### config.mk
export PLATFORM = sky130hd
export DESIGN_NAME = rgb_pwm_multi
export DESIGN_NICKNAME = d
export VERILOG_FILES = /design/src/rtl/rgb_pwm_multi.sv
export SDC_FILE = /design/constraint.sdc
export NUM_CORES = 1
export LEC_CHECK = 0
export ABC_AREA = 1
export CAP_MARGIN = 25
export CORE_ASPECT_RATIO = 1.1
export CORE_MARGIN = 2
export CORE_UTILIZATION = 57
export DETAILED_ROUTE_END_ITERATION = 8
export PLACE_DENSITY = 0.8
export SETUP_SLACK_MARGIN = 0.15
export SLEW_MARGIN = 25
export SYNTH_ARGS = -nofsm -noshare
export SYNTH_HDL_FRONTEND = slang
export SYNTH_SLANG_ARGS = --single-unit
### constraint.sdc
create_clock -name clk -period 4.55 [get_ports clk]
set_input_delay 0.6825 -clock clk [delete_from_list [all_inputs] [get_ports clk]]
set_output_delay 0.6825 -clock clk [all_outputs]
set_load 0.05 [all_outputs]
### src/rtl/rgb_pwm_multi.sv
// ============================================================================
//  Module   : rgb_pwm_multi
//  Brief    : N-channel phase-aligned PWM with double-buffered period/duty/enable
//  Revision : 1.0 - initial release
// ============================================================================
`default_nettype none

module rgb_pwm_multi #(
    parameter int WIDTH    = 16,
    parameter int CHANNELS = 3
) (
    input  logic                      clk,
    input  logic                      reset,
    input  logic [WIDTH-1:0]          countmax,
    input  logic [CHANNELS*WIDTH-1:0] hivalue,
    input  logic [CHANNELS-1:0]       chan_en,
    input  logic                      load,
    output logic [CHANNELS-1:0]       outpulse,
    output logic [CHANNELS-1:0]       nopulse,
    output logic                      period_start,
    output logic                      pending
);

    localparam logic [WIDTH-1:0] c_ONE = {{(WIDTH-1){1'b0}}, 1'b1};

    // Pending (shadow) and active register sets
    logic [WIDTH-1:0]          r_p_max;
    logic [CHANNELS*WIDTH-1:0] r_p_hi;
    logic [CHANNELS-1:0]       r_p_en;
    logic                      r_pend;

    logic [WIDTH-1:0]          r_a_max;
    logic [CHANNELS*WIDTH-1:0] r_a_hi;
    logic [CHANNELS-1:0]       r_a_en;
    logic [WIDTH-1:0]          r_cnt;

    logic [CHANNELS-1:0]       r_outpulse;
    logic [CHANNELS-1:0]       r_nopulse;
    logic                      r_period_start;

    logic                      w_boundary;
    logic                      w_apply;
    logic                      w_run_n;
    logic [WIDTH-1:0]          w_max_n;
    logic [CHANNELS*WIDTH-1:0] w_hi_n;
    logic [CHANNELS-1:0]       w_en_n;
    logic [WIDTH-1:0]          w_cnt_n;
    logic [CHANNELS-1:0]       w_out_n;
    logic [CHANNELS-1:0]       w_nop_n;

    // While stopped every cycle is a boundary, so a pending start applies one edge after load
    assign w_boundary = (r_a_max == '0) || (r_cnt == r_a_max - c_ONE);
    assign w_apply    = w_boundary && r_pend;

    assign w_max_n = w_apply ? r_p_max : r_a_max;
    assign w_hi_n  = w_apply ? r_p_hi  : r_a_hi;
    assign w_en_n  = w_apply ? r_p_en  : r_a_en;
    assign w_cnt_n = w_boundary ? '0 : r_cnt + c_ONE;
    assign w_run_n = (w_max_n != '0);

    // Outputs are computed from next-cycle state so they line up with cnt, no extra latency
    generate
        for (genvar i = 0; i < CHANNELS; i++) begin : g_ch
            logic [WIDTH-1:0] w_hi_ch;
            assign w_hi_ch    = w_hi_n[i*WIDTH +: WIDTH];
            assign w_out_n[i] = w_en_n[i] && w_run_n && (w_cnt_n < w_hi_ch);
            assign w_nop_n[i] = !w_en_n[i] || !w_run_n || (w_hi_ch == '0);
        end
    endgenerate

    always_ff @(posedge clk) begin
        if (reset) begin
            r_p_max        <= '0;
            r_p_hi         <= '0;
            r_p_en         <= '0;
            r_pend         <= 1'b0;
            r_a_max        <= '0;
            r_a_hi         <= '0;
            r_a_en         <= '0;
            r_cnt          <= '0;
            r_outpulse     <= '0;
            r_nopulse      <= '1;
            r_period_start <= 1'b0;
        end else begin
            // A coincident load lands after the boundary has consumed the old pending set
            if (load) begin
                r_p_max <= countmax;
                r_p_hi  <= hivalue;
                r_p_en  <= chan_en;
                r_pend  <= 1'b1;
            end else if (w_apply) begin
                r_pend  <= 1'b0;
            end
            r_a_max        <= w_max_n;
            r_a_hi         <= w_hi_n;
            r_a_en         <= w_en_n;
            r_cnt          <= w_cnt_n;
            r_outpulse     <= w_out_n;
            r_nopulse      <= w_nop_n;
            r_period_start <= w_run_n && (w_cnt_n == '0);
        end
    end

    assign outpulse     = r_outpulse;
    assign nopulse      = r_nopulse;
    assign period_start = r_period_start;
    assign pending      = r_pend;

endmodule

`default_nettype wire
Word-level counts from Yosys, hierarchy flattened
Index checks and enable logic that the tools add are counted.
{ "word_totals": {"regBits": 158, "input_bits": 70, "word_cells": 49} }
{ "op_classes": {"n_lt_le_gt_ge": 3, "n_eq_ne": 1, "n_addsub": 2, "reduce_logical": 26, "mux": 6} }
{ "ops": {"columns": ["operator", "count"], "rows": [
  ["zero test 16 bit", 5],
  ["< comparator 16 bit", 3],
  ["two-way mux 48 bit", 1],
  ["two-way mux 16 bit", 2],
  ["adder 16 x 1 -> 16 bit (second input constant)", 1],
  ["equality test 16 bit", 1],
  ["nonzero test 16 bit", 1],
  ["subtractor 16 x 1 -> 16 bit (second input constant)", 1],
  ["logical AND 1 bit", 8],
  ["logical OR 1 bit", 7],
  ["zero test 1 bit", 4],
  ["two-way mux 3 bit", 1],
  ["two-way mux 1 bit", 2],
  ["nonzero test 2 bit", 1]
]} }

Logic depth before layout (Yosys ltp)
Gate-level depths: netlist of the first run.
{ "logic_depth": {"ltp_word": 9, "depth_mapped": 27, "ltp_nobuf": 26} }

Worst setup path before layout of the first run
Ideal clock, no wire load.
{ "synth_timing": {"kind": "reg-to-reg", "start": "register r_a_max[0]", "end": "register r_outpulse[1] (netlist: outpulse[1])", "path_stages_with_launch": 23, "arrival_ps": 3152, "required_ps": 4480, "setup_time_ps": 70, "path_slack_ps": 1329, "synth_period_minus_slack_ps": 3221, "path_cell_list": "dfxtp_1 -> inv_1 -> ha_1 -> nand3_2 -> nor2_2 -> xor2_1 -> nand2_1 -> inv_1 -> nand2_1 -> nor2_1 -> nand2_2 -> nand2_4 -> buf_2 -> buf_1 -> nor2_1 -> ha_1 -> a21oi_1 -> nor2_1 -> a211oi_1 -> o22ai_1 -> a211oi_1 -> nand3_1 -> a21oi_1"} }
{ "synth_between": {"elab_cells_between_ends": 13} }
{ "synth_lines": {"columns": ["item", "line_no", "text"], "rows": [
  ["start: declaration", "32", "logic [WIDTH-1:0] r_a_max;"],
  ["start signal: assignment", "94", "r_a_max <= w_max_n;"],
  ["subtractor 16 x 1 -> 16 bit", "52", "assign w_boundary = (r_a_max == '0) || (r_cnt == r_a_max - c_ONE);"],
  ["equality test 16 bit", "52", null],
  ["logical OR 1 bit *", "52", null],
  ["two-way mux 16 bit *", "58", "assign w_cnt_n = w_boundary ? '0 : r_cnt + c_ONE;"],
  ["net w_cnt_n[9]", "47", "logic [WIDTH-1:0] w_cnt_n;"],
  ["< comparator 16 bit *", "66", "assign w_out_n[i] = w_en_n[i] && w_run_n && (w_cnt_n < w_hi_ch);"],
  ["logical AND 1 bit *", "66", null],
  ["end signal: assignment", "98", "r_outpulse <= w_out_n;"],
  ["end: declaration", "37", "logic [CHANNELS-1:0] r_outpulse;"]
]} }
Mark *: on every way through the listed nets, which the timed path passes. The rest lies on a longest branch.
A chain may end at the register's enable or synchronous reset.

Worst setup path in the final report of the first run
{ "layout_timing": {"start": "register r_a_max[0]", "end": "register r_outpulse[1] (netlist: outpulse[1])"} }
{ "layout_between": {"elab_chain_cells": 8, "elab_cells_between_ends": 13} }
{ "layout_lines": {"columns": ["item", "line_no"], "rows": [
  ["parallel branches: the longest is 7 deep, another holds subtractor 16 x 1 -> 16 bit", null],
  ["logical AND 1 bit *", "66"]
]} }
Mark *: on every way between the ends.

==> results of run 1 <==
[worst max-delay path, delay by kind of cell, from the launching register on]
kind / cells / cell delay, ns
compound gates: 4 / 0.58
fa+ha+maj: 2 / 0.56
buf+inv: 3 / 0.59
flops: 1 / 0.32
mux: 1 / 0.39
simple gates: 14 / 1.31
[final cells by class]
type | count | area [sq um]
well taps | 188 | 235
clock buffers | 17 | 425
clock inverters | 15 | 211
flip-flops and latches | 158 | 3160
fillers | 1173 | 4290
inverters | 103 | 388
repair buffers | 83 | 823
multi-input cells | 779 | 4090
[state kept, by name (all words and copies together) (netlist names)]
signal,count
r_p_en,3
nopulse,3
pending,1
period_start,1
r_a_hi,48
r_cnt,16
r_a_max,16
r_a_en,3
r_p_max,16
r_p_hi,48
outpulse,3
[cells in the final DEF (no fill, tap or decap), drive strengths merged, types with 20 or more instances in the layout]
cell / Yosys / routed
o21ai: 84 / 84
ha: 47 / 47
inv: 103 / 104
xor2: 20 / 20
nor2: 246 / 246
nand2: 230 / 230
nand3: 37 / 37
a21oi: 42 / 42
clkdlybuf4s50: 0 / 76
dfxtp: 158 / 158
[stage by stage]
stage               total power, mW  std cells
floorplan                      2.36       1084
global placement               2.57       1311
detailed placement             2.59       1311
CTS                            4.10       1343
global route                   4.30       1343
finish                         4.09       1343
[metal layers]
metal  global-route usage (%)  vias to the layer above  share of wire, %
li1                         -                     3575                 -
met1                     32.7                     3116                43
met2                     44.4                      146                49
met3                     5.98                       40               5.0
met4                     10.0                        0               2.9
met5                        0                        -                 0
[path summary, 6_finish.rpt]
path / startpoint / end / slack, ns / cells past startpoint
max: r_a_max[0] / outpulse[1] / 0.69 / 24
min: r_p_max[9] / r_p_max[9] / 0.45 / 2
max reg2reg: r_a_max[0] / outpulse[1] / 0.69 / 24
min reg2reg: r_p_max[9] / r_p_max[9] / 0.45 / 2
[cells by family (layout without fill, tap and decap cells)]
logic type	count (synthesis)	count (layout)	share of synthesized area, %
XOR/XNOR	29	29	3.23
AO/OA/AOI/OAI	140	140	9.42
flip-flops	158	158	40.2
AND/OR/NAND/NOR	548	548	28.7
buffers and inverters	147	218	7.83
adder cells (fa/ha/maj)	47	47	7.48
multiplexers	15	15	3.17
[power groups by stage]
stage	Combinational (mW)	Clock [mW]	Sequential, mW
floorplan	0.782	0	1.57
global placement	1.00	0	1.56
detailed placement	1.02	0	1.57
CTS	1.03	1.53	1.54
global route	1.17	1.59	1.55
finish	1.04	1.52	1.54
[repair_timing]
action / in CTS / in global routing
gates resized for setup: 0 / 1
endpoints found under the hold margin: 0 / 0
setup buffers: 0 / 0
setup endpoints to repair: 0 / 1
==> results.tsv, run 1 <==
stage	metric	value	unit
power	Max IR drop VDD	0.270	mV
hold_path	hold crit path type	reg2reg	
power	P per Cell Area	438	nW/um^2
clock_tree	CTS clk-pin slew, worst paths	0.07	ns
logic_synthesis	share of the synthesized area in the top cell type	40.2	%
setup_path	CP Capture Type	register	
routing	Routed Antenna Nets	0	
final_layout	design area	9330	sq um
clock_tree	total CTS buffers	17	
routing	WL per Instance	13.5	um
clock_tree	clock latency on the worst-skew pair	0.43	ns
setup_path	critical path class	reg2reg	
floorplanning	Initial Util	57.7	%
clock_tree	CTS Sinks	158	
sta	minimum clock period	3.86	ns
floorplanning	site row count	45	
global_routing	vias in the first global route	6381	
placement	post-DP HPWL	12.7	mm
global_routing	initial antenna violation count	0	
logic_synthesis	Synth Area per Inst	7.26	sq um
global_routing	overall routing resource usage	26.3	%
power	Logic pwr share	25.3	%
logic_synthesis	Synth Flop Type	dfxtp_1	
clock_tree	# H-tree levels	4	
floorplanning	die span in y	127	um
sta	Fin Setup TNS	0	ns
routing	drt via density	5.12	
setup_path	critical path arrival	4.23	ns
setup_path	Worst EP required	4.92	ns
sta	Min Hold Slack	0.455	ns
global_routing	global-route wire length before repair	30.5	mm
placement	GPL Wtd Cong	0.907	
routing	DRT iter0 DRCs	431	
sta	fin crit share	84.9	%
logic_synthesis	Syn Std Cell Area	7870	sq um
placement	DP Worst Slack	0.637	ns
setup_path	CP max-delay cell	mux2i_1	
sta	FMAX	259	MHz
power	Clock power frac	37.1	%
setup_path	startpoint types	register	
floorplanning	Ports	78	
routing	DRC viols	0	
global_routing	grt ovf	0	
sta	final slew viol count	0	
logic_synthesis	Cell variety after synth	35	
floorplanning	Die Wd	116	um
setup_path	Crit Path Max Fanout	81	
logic_synthesis	Net Count, Synth	1201	
job	max cap viols	0	
setup_path	Max stage delay on crit path	0.39	ns
logic_synthesis	top area cells in the synthesized netlist	dfxtp_1 40%, nor2_1 11%, nand2_1 11%	
placement	placed cell area	8700	sq um
final_layout	Synth-to-Final Area Change	18.7	%
routing	wirelength, routed	18.1	mm
clock_tree	CTS tree	built	
power	leakage	4.25	nW
clock_tree	Root Buffer	clkbuf_16	
sta	Setup WS post-layout	0.688	ns
routing	via count	6877	
final_layout	Final #Nets	1259	
final_layout	share of cells above drive strength 1	6.06	%
floorplanning	Core Box Area	13600	sq um
setup_path	CP Cell Sequence	inv_1, ha_1, nand3_2, nor2_4, nand2_1, nand2_1, nand2_1, nand2_1, inv_1, nand2_1, nor2_2, nand2_2, nand2_4, nand2_4, buf_12, mux2i_1, ha_1, nand2_1, nor2_1, a211oi_1, o22ai_1, a211oi_1, nand3_1, a21oi_1	
logic_synthesis	Post-synth top cells	239 x nor2_1, 224 x nand2_1, 158 x dfxtp_1	
sta	Worst-Margin Slew	0.902	ns
floorplanning	Die Area	14800	sq um
logic_synthesis	Yosys reg bits	158	
clock_tree	number of hold buffers added after CTS	0	
global_routing	largest net degree at the start of global routing	85	
placement	PortBufs	77	
power	switching power	1.30	mW
final_layout	ant diodes	0	
status	outcome	finished clean	
logic_synthesis	most numerous cell in the Yosys netlist	nor2_1	
power	Pint	2.78	mW
logic_synthesis	area leader, netlist	dfxtp_1	
sta	clock skew	0.00838	ns
final_layout	Finished Core Util	68.5	%
clock_tree	Clock Path Buffers	2	
logic_synthesis	Post-Synthesis Cells	1084	
power	sw frac	31.9	%
sta	Worst slew margin	39.9	%
logic_synthesis	Seq/Total Area, Yosys	40.2	%
setup_path	crit-path most repeated cell	nand2_1	
sta	Hold Vio Cnt, Final	0	
logic_synthesis	asr flop ratio synth	0	%
routing	drt pass-1 iters	5	
logic_synthesis	synth warn	0	
power	sequential share of power	37.6	%
sta	RSZ-0062 raised after global routing	no	
logic_synthesis	Post-synth EDFFs	0	
sta	Final setup viols	0	
(Power assumes the default switching activity.)
==> inputs of run 2 (changes only) <==
==> constraint.sdc (replaced) <==
create_clock -name clk -period 3.7 [get_ports clk]
set_input_delay 0.555 -clock clk [delete_from_list [all_inputs] [get_ports clk]]
set_output_delay 0.555 -clock clk [all_outputs]
set_load 0.05 [all_outputs]
==> results.tsv, run 2 (same netlist as run 1, synthesis figures left out) <==
stage	metric	value	unit	change
placement	placed cell area	8770	sq um	+0.81%
clock_tree	CTS Sinks	158		unchanged
sta	fin crit share	91.0	%	+6.1 points
global_routing	initial antenna violation count	0		unchanged
routing	highest metal used	met4		
power	sw frac	32.1	%	+0.23 points
sta	Hold Vio Cnt, Final	0		unchanged
clock_tree	Root Buffer	clkbuf_16		
setup_path	Max stage delay on crit path	0.51	ns	+0.12 ns
clock_tree	# H-tree levels	4		unchanged
job	max cap viols	0		unchanged
sta	FMAX	297	MHz	+15%
floorplanning	Die Area	14800	sq um	unchanged
sta	minimum clock period	3.37	ns	-0.494 ns
routing	met3 wire len	825	um	-8.3%
floorplanning	Core Box Area	13600	sq um	unchanged
routing	DRT iter0 DRCs	479		+11%
placement	placed cells	1317		+0.46%
sta	Min Hold Slack	0.452	ns	-0.00232 ns
setup_path	critical path class	reg2reg		
final_layout	Finished Core Util	70.2	%	+1.7 points
routing	drt pass-1 iters	5		unchanged
sta	Worst-Margin Slew	0.882	ns	-0.0203 ns
sta	RSZ-0062 raised after global routing	no		
final_layout	Final #Nets	1271		+0.95%
power	Logic pwr share	27.5	%	+2.2 points
power	total power	5.21	mW	+28%
clock_tree	total CTS buffers	17		unchanged
status	outcome	finished clean		
sta	Setup WS post-layout	0.333	ns	-0.356 ns
sta	Fin Setup TNS	0	ns	unchanged
setup_path	CP max-delay cell	nor2_1		
power	Pint	3.54	mW	+27%
placement	post-DP HPWL	12.8	mm	+0.98%
floorplanning	site row count	45		unchanged
setup_path	Reg2Reg Setup Slack	0.33	ns	-0.36 ns
sta	clock skew	0.00701	ns	-0.00137 ns
final_layout	most common cell after layout, fill and taps aside	nor2_1		
sta	Final setup viols	0		unchanged
global_routing	largest net degree at the start of global routing	85		unchanged
hold_path	hold crit path type	reg2reg		
power	Clock power frac	36.2	%	-0.9 points
routing	Metal-1 WL	8.19	mm	+4.1%
routing	wirelength, routed	19.1	mm	+5.2%
clock_tree	CTS tree	built		
floorplanning	Die Wd	116	um	unchanged
power	switching power	1.68	mW	+28%
final_layout	non-filler cells, final	1355		+0.89%
power	P per Cell Area	545	nW/um^2	+24%
routing	WL per Instance	14.1	um	+4.2%
sta	final slew viol count	0		unchanged
power	sequential share of power	36.3	%	-1.3 points
setup_path	Worst EP required	4.04	ns	-0.88 ns
clock_tree	Clock Path Buffers	2		unchanged
clock_tree	number of hold buffers added after CTS	0		unchanged
setup_path	startpoint types	register		
final_layout	share of cells above drive strength 1	7.63	%	+1.6 points
placement	PortBufs	77		unchanged
global_routing	vias in the first global route	6577		+3.1%
floorplanning	Ports	78		unchanged
routing	DRC viols	0		unchanged
setup_path	crit-path most repeated cell	nor2_1		
clock_tree	clock latency on the worst-skew pair	0.43	ns	about the same
power	Max IR drop VDD	0.374	mV	+38%
floorplanning	Initial Util	57.7	%	unchanged
setup_path	critical path arrival	3.71	ns	-0.52 ns
routing	via count	7064		+2.7%
routing	met2 WL	9.50	mm	+7.3%
routing	drt via density	5.21		+1.8%
final_layout	Synth-to-Final Area Change	21.6	%	
placement	DP Worst Slack	0.245	ns	-0.393 ns
global_routing	global-route wire length before repair	30.8	mm	+1.0%
final_layout	ant diodes	0		unchanged
floorplanning	die span in y	127	um	unchanged
final_layout	largest registers	r_a_hi: 48 flops, r_p_hi: 48 flops		
clock_tree	CTS clk-pin slew, worst paths	0.07	ns	about the same
setup_path	CP Cell Sequence	inv_2, ha_4, xnor2_1, xor2_1, inv_1, nand4_1, nor2_1, nand2_2, nand2_8, buf_4, nor2_1, ha_1, nand2_1, nor2_1, a211oi_1, o221a_2, nand3_1, a21oi_1		
power	leakage	4.35	nW	+2.3%
routing	Routed Antenna Nets	0		unchanged
setup_path	Crit Path Max Fanout	9		-89%
placement	GPL Wtd Cong	0.866		-4.5%
sta	Worst slew margin	41.2	%	+1.4 points
setup_path	CP Capture Type	register		
global_routing	overall routing resource usage	26.5	%	+0.15 points
final_layout	design area	9570	sq um	+2.5%
final_layout	most frequent cells in the layout	237 x nor2_1, 224 x nand2_1, 158 x dfxtp_1		
global_routing	grt ovf	0		unchanged
## run 2: power groups by stage
stage                     logic (mW)  registers, mW  clock network, mW
after floorplan                0.962           1.94                  0
after global placement          1.28           1.93                  0
after detailed placement        1.30           1.93                  0
after CTS                       1.31           1.89               1.89
after global routing            1.60           1.90               1.98
final                           1.43           1.89               1.88
## run 2: metal layers
layer	up-vias	GRT usage (%)
li1	3592	-
met1	3239	32.9
met2	191	44.8
met3	42	5.08
met4	0	10.9
met5	-	0
## run 2: final timing paths
check	end	depth (start not counted)	from
worst max-delay path	outpulse[2]	18	r_a_max[1]
worst max register to register	outpulse[2]	18	r_a_max[1]
worst min register to register	r_p_max[14]	2	r_p_max[14]
worst min-delay path	r_p_max[14]	2	r_p_max[14]
## run 2: what timing repair did
item,CTS,global route
setup buffers,0,4
hold endpoints to repair,0,0
endpoints found under the setup margin,0,7
resized for setup,0,19
## run 2: cell type report
| cell class | instances | area (sq um) |
|---|---|---|
| clock buffer | 18 | 429 |
| clock inverter | 14 | 204 |
| fill | 1140 | 4060 |
| inverter | 103 | 392 |
| multi-input combinational | 779 | 4160 |
| sequential | 158 | 3160 |
| tap | 188 | 235 |
| timing repair buffer | 95 | 988 |
## run 2: worst max-delay path: cells and delay by family, from the launching register on
kind | cells | cell delay (ns)
and+or+nand+nor | 8 | 1.05
AOI/OAI and AO/OA | 3 | 0.61
adders and majority gates | 2 | 0.54
DFF | 1 | 0.41
xor gates and xnor gates | 2 | 0.37
buffers and inverters | 3 | 0.29
